===== config.mk =====
export PLATFORM = sky130hd
export DESIGN_NAME = truth_table_scanner
export DESIGN_NICKNAME = d
export VERILOG_FILES = /design/src/rtl/truth_table_scanner.sv
export SDC_FILE = /design/constraint.sdc
export NUM_CORES = 1
export LEC_CHECK = 0
export ABC_AREA = 1
export CAP_MARGIN = 20
export CORE_MARGIN = 3
export CORE_UTILIZATION = 35
export DETAILED_ROUTE_END_ITERATION = 10
export PLACE_DENSITY_LB_ADDON = 0.05
export RECOVER_POWER = 50
export SETUP_SLACK_MARGIN = 0.05
export SYNTH_ARGS = -nofsm -noshare
export SYNTH_HDL_FRONTEND = slang
export SYNTH_SLANG_ARGS = --single-unit

===== constraint.sdc =====
create_clock -name clk -period 4.8 [get_ports clk]
set_input_delay 1.2 -clock clk [delete_from_list [all_inputs] [get_ports clk]]
set_output_delay 1.2 -clock clk [all_outputs]
set_load 0.03 [all_outputs]

===== src/rtl/truth_table_scanner.sv =====
// Sweeps all 16 input vectors through external C/D/E function blocks and
// captures their truth tables plus per-function ones-counts.
//
// state  | meaning
// IDLE   | waiting for start; vector, tables and counts hold their values
// DRIVE  | vector = index held for SETTLE cycles so the functions can settle
// SAMPLE | one cycle: capture c/d/e into table bit [index] and update counts
// FIN    | one cycle: done pulse, valid already set, back to IDLE
module truth_table_scanner #(
  parameter int SETTLE = 1
) (
  input  logic        clk,
  input  logic        reset,
  input  logic        start,
  input  logic        abort,
  output logic        x,
  output logic        y,
  output logic        w,
  output logic        z,
  input  logic        c,
  input  logic        d,
  input  logic        e,
  output logic [15:0] tab_c,
  output logic [15:0] tab_d,
  output logic [15:0] tab_e,
  output logic [4:0]  cnt_c,
  output logic [4:0]  cnt_d,
  output logic [4:0]  cnt_e,
  output logic        busy,
  output logic        done,
  output logic        valid
);

  localparam logic [1:0] IDLE   = 2'd0;
  localparam logic [1:0] DRIVE  = 2'd1;
  localparam logic [1:0] SAMPLE = 2'd2;
  localparam logic [1:0] FIN    = 2'd3;

  // Settle timer counts down to zero; loading SETTLE-1 gives exactly SETTLE DRIVE cycles.
  localparam logic [3:0] SETTLE_LOAD = 4'(SETTLE - 1);

  logic [1:0] state;
  logic [3:0] index;
  logic [3:0] timer;

  always_ff @(posedge clk) begin
    if (reset) begin
      state <= IDLE;
      index <= 4'd0;
      timer <= 4'd0;
      tab_c <= 16'd0;
      tab_d <= 16'd0;
      tab_e <= 16'd0;
      cnt_c <= 5'd0;
      cnt_d <= 5'd0;
      cnt_e <= 5'd0;
      valid <= 1'b0;
    end else begin
      case (state)
        IDLE: begin
          if (start && !abort) begin
            index <= 4'd0;
            timer <= SETTLE_LOAD;
            tab_c <= 16'd0;
            tab_d <= 16'd0;
            tab_e <= 16'd0;
            cnt_c <= 5'd0;
            cnt_d <= 5'd0;
            cnt_e <= 5'd0;
            valid <= 1'b0;
            state <= DRIVE;
          end
        end
        DRIVE: begin
          if (abort) begin
            state <= IDLE;
          end else if (timer == 4'd0) begin
            state <= SAMPLE;
          end else begin
            timer <= timer - 4'd1;
          end
        end
        SAMPLE: begin
          if (abort) begin
            state <= IDLE;
          end else begin
            tab_c[index] <= c;
            tab_d[index] <= d;
            tab_e[index] <= e;
            cnt_c <= cnt_c + {4'd0, c};
            cnt_d <= cnt_d + {4'd0, d};
            cnt_e <= cnt_e + {4'd0, e};
            if (index == 4'd15) begin
              // The vector stays at 15 so IDLE keeps showing the last driven value.
              valid <= 1'b1;
              state <= FIN;
            end else begin
              index <= index + 4'd1;
              timer <= SETTLE_LOAD;
              state <= DRIVE;
            end
          end
        end
        default: begin
          state <= IDLE;
        end
      endcase
    end
  end

  assign {x, y, w, z} = index;
  assign busy = (state == DRIVE) || (state == SAMPLE);
  assign done = (state == FIN);

endmodule


Word-level counts from Yosys, hierarchy flattened
Cells that the tools add are included.
{ "totals": {"reg_bits": 74, "elab_cells": 79} }
{ "classes": {"addsub": 5, "n_lt_le_gt_ge": 2, "n_eq_ne": 11, "mux": 38, "reduce_logical": 13} }
{ "op_table": {"columns": ["cell", "n"], "rows": [
  ["$pmux W16 S2", 3],
  ["$mux W16", 4],
  ["$bwmux W16", 3],
  ["$pmux W5 S2", 3],
  ["$mux W4", 7],
  ["$mux W5", 4],
  ["$add A5 B1 Y5", 3],
  ["$ne A2 B2 Y1 const B", 6],
  ["$pmux W4 S3", 1],
  ["$mux W2", 5],
  ["$pmux W4 S2", 1],
  ["$reduce_and A4 Y1", 2],
  ["$pmux W2 S3", 1],
  ["$reduce_and A6 Y1", 1],
  ["$lt A4 B5 Y1 const B", 1],
  ["$add A4 B1 Y4 const B", 1],
  ["$demux W1 S4", 1],
  ["$eq A2 B2 Y1 const B", 2],
  ["$eq A4 B4 Y1 const B", 1],
  ["$ge A4 B1 Y1 const B", 1],
  ["$logic_not A4 Y1", 1],
  ["$mux W1", 4],
  ["$sub A4 B1 Y4 const B", 1],
  ["$ne A3 B3 Y1 const B", 1],
  ["other kinds (10)", 11]
]} }

Longest topological paths before layout
{ "depth": {"word_depth": 7, "ltp_mapped": 10, "ltp_nobuf": 10} }

Least setup slack after synthesis
Ideal clock, no wire load.
{ "synth_timing": {"kind": "input to register", "startpoint": "input reset", "endpoint": "register tab_c[10]", "arrival_ns": 1.976, "required_ns": 4.668, "slack_ns": 2.692, "stages": 4, "cell_sequence": "clkbuf_1 -> clkbuf_1 -> clkbuf_1 -> a21oi_1"} }
{ "synth_lines": {"columns": ["item", "line", "text"], "rows": [
  ["start: declaration", "13", "input logic reset,"],
  ["end signal: assignment", "51", "tab_c <= 16'd0;"],
  ["end signal: assignment", "64", "tab_c <= 16'd0;"],
  ["end signal: indexed assignment", "87", "tab_c[index] <= c;"],
  ["end: declaration", "23", "output logic [15:0] tab_c,"]
]} }
No word-level cell between the ends.

Worst setup path in the final report
{ "layout_timing": {"startpoint": "input abort", "endpoint": "register tab_c[7]"} }
{ "layout_between": {"elab_chain_len": 4} }
{ "layout_rtl": {"columns": ["item", "line", "text"], "rows": [
  ["start: declaration", "15", "input logic abort,"],
  ["$logic_not A1 Y1", "61", "if (start && !abort) begin"],
  ["$logic_and A1 B1 Y1", "61", null],
  ["$ne A2 B2 Y1 (no source line)", null, null],
  ["$reduce_and A3 Y1 (no source line) *", null, null]
]} }
Every way passes the cells marked *; elsewhere a longest branch is shown, timed or not.
A chain may end at the register's enable or synchronous reset.

==> results.toml <==
[status]
status = "finished clean"

[synth]
async_reset_ff_share_pct = 0
netlist.area_leader.share_pct = 42.53
netlist_instances = 492
synth.avg_cell_area_um2 = 7.080
ys_seq_area_share_pct = 42.53
ys_top_cells_by_area = "dfxtp_1 43%, nand2_1 13%, nand3_1 9.6%"
yosysMostFrequentCell = "nand2_1"
synth-edff-count = 0
yosys_warnings = 0
ys.flop_type = "dfxtp_1"
syn_area_mm2 = 0.003483
synthDistinctLibCells = 22
synthTopCellsByCount = "117 x nand2_1, 74 x dfxtp_1, 67 x nand3_1"
yosys_register_bits = 74
yosys.area.top_type = "dfxtp_1"
synth_nets = 516

[drt]
drc = 0
via_count = 3318
detail-route-antenna-nets = 0
viasPerCell = 4.809
drt-initial-drc-count = 131
dr.pass1.iters = 5
wire_per_inst_um = 13.44
wl_um = 9271

[flow_run]
cap_violations = 0

[cts]
holdBufCountCts = 0
clkTransAtPathRegs_ps = 70
clock_latency_ps = 340
numCtsBuffers = 9
cts-resized-gates = 0
cts_tree = "built"
postCtsSetupBuffers = 0
cts_sinks = 74
cts_buffer_depth = 2
htree_levels = 3
cts-root-buf = "clkbuf_8"

[timing]
skew_ps = 9.695
period_needed_ps = 3037
rsz0062_at_grt = "false"
fin_crit_sh_pct = 63.28
tns_ps = 0
slew_violations = 0
maxSlewHeadroom_pct = 37.98
setup_viol = 0
hold_viol_final = 0
fmax_ghz = 0.3292
tightest_slew_ps = 930.2
holdWs_ps = 461.5

[placement]
place.detailed.hpwl_um = 6367
io_buffers = 76
gp_congestion = 0.7478

[global_routing]
grt_util_all_layers_pct = 17.04
grt_max_degree = 82
grt_pass1_vias = 3223
grt_pass1_wl_um = 15640
antenna_found_initial = 0
grt-ovfl-total = 0

[power_and_ir_drop]
power.density_mw_per_mm2 = 434.4
total_leakage_power_nw = 1.858
vdd_drop_max_v = 0.0002652

[hold_path]
hp-class = "reg -> reg"
hp-start = "tab_c[0]$_SDFFE_PP0P_"

[die]
die_x_um = 105.8
ios = 77
rows = 35
core_mm2 = 0.009459
die_h_um = 105.8
start_util_pct = 36.83
die_area_mm2 = 0.01119

[critical_path]
worst-path-buf-inv = 3
startpoint = "abort"
cp.required_ps = 5000
crit_chain = "dlygate4sd3_1 > inv_1 > nand3_1 > a21boi_4 > buf_4 > nand2_1 > nand2_1 > a21oi_1"
path_class = "in -> reg"
cp_top_family = "buffers and inverters"
r2r_start = "state[0]$_SDFFE_PP0P_"
critical_path.slowest_cell = "dlygate4sd3_1"
crit_top_cell = "nand2_1"
max_stage_delay_ps = 600
startpoint_type = "input port"
end_kind = "register"
crit_fanout = 81
cp.arrival_ps = 3240

[layout]
fillers = 942
drive_gt1_share_pct = 3.387
multi_input_area_mm2 = 0.001707
fin_nets = 581
seqCellArea_mm2 = 0.001481
insertedDiodeCount = 0
areaGrowthSynthToFinish_pct = 29.20
[sequential cells by signal, summed over array words and instances, names as in the netlist]
| signal | cells |
|---|---|
| tab_d | 16 |
| cnt_e | 5 |
| timer | 4 |
| index | 4 |
| cnt_c | 5 |
| cnt_d | 5 |
| valid | 1 |
| tab_e | 16 |
| state | 2 |
| tab_c | 16 |
[worst register-to-register path, stage by stage, from the launching register on]
cell,delay (ps)
dfxtp_1,370
inv_1,100
ha_1,770
nand2_1,250
a21boi_4,190
buf_4,600
nand2_1,240
nand2_1,120
a21oi_1,70
[final timing paths]
kind | endpoint | slack, ps | cells past startpoint
max | tab_c[7]$_SDFFE_PP0P_ | 1760 | 8
min | tab_c[0]$_SDFFE_PP0P_ | 460 | 2
max reg2reg | tab_c[7]$_SDFFE_PP0P_ | 1970 | 8
min reg2reg | tab_c[0]$_SDFFE_PP0P_ | 460 | 2
[logic make-up (layout without fill, tap and decap cells)]
logic type      count (synthesis)  in the layout  share of synthesized area (%)
compound gates                 87             87                          12.79
fa+ha+maj                      17             17                          6.106
buf+inv                        67            136                          8.728
flops                          74             74                          42.53
simple gates                  247            247                          29.85
[per-stage QoR]
stage / std cells / instance area (um^2) / power [W] / worst slack [ps] / utilization [%]
final: 690 / 4501 / 0.001955 / 1763 / 47.58
after global routing: 690 / 4501 / 0.002106 / 1564 / 47.58
after CTS: 690 / 4503 / 0.001988 / 1759 / 47.61
after detailed placement: 675 / 4289 / 0.001451 / 1535 / 45.34
after global placement: 675 / 4289 / 0.001440 / 1594 / 45.34
after floorplan: 492 / 3483 / 0.001296 / 2692 / -
[cells in the final DEF (no fill, tap or decap), types with 2 or more instances in the layout]
cell             synthesis  final
a21oi_1                 61     61
buf_4                    8      2
bufinv_16                0      2
clkbuf_8                 0      9
clkdlybuf4s50_1          0     13
dfxtp_1                 74     74
dlygate4sd3_1            0     63
ha_1                    17     17
inv_1                   42     42
inv_6                    0      2
nand2_1                117    118
nand3_1                 67     67
nand4_1                  3      3
nor2_1                  47     47
nor3_1                  10     10
o21ai_0                 22     22
[per-layer routing]
layer | GRT usage, % | vias up | wire (um) | share of wire, %
li1 | - | 1739 | - | -
met1 | 23.58 | 1502 | 4442 | 48
met2 | 27.00 | 75 | 4325 | 47
met3 | 3.184 | 2 | 462 | 5.0
met4 | 4.995 | 0 | 39 | 0.42
met5 | 0 | - | 0 | 0
[cell type report]
cell class	instances	share of cell area (%)
Multi-Input combinational cell	351	37.92
Sequential cell	74	32.92
Timing Repair Buffer	78	17.24
Inverter	43	3.586
Tap cell	129	3.586
Clock buffer	9	2.752
Clock inverter	6	2.002
[report_power, final]
group	internal, W	total (W)	switching [W]
registers	0.000662	0.000709	0.0000462
clock network	0.000293	0.000531	0.000239
logic	0.000212	0.000715	0.000503
total	0.00117	0.00195	0.000788
No activity file was read; power rests on OpenSTA's default activity.
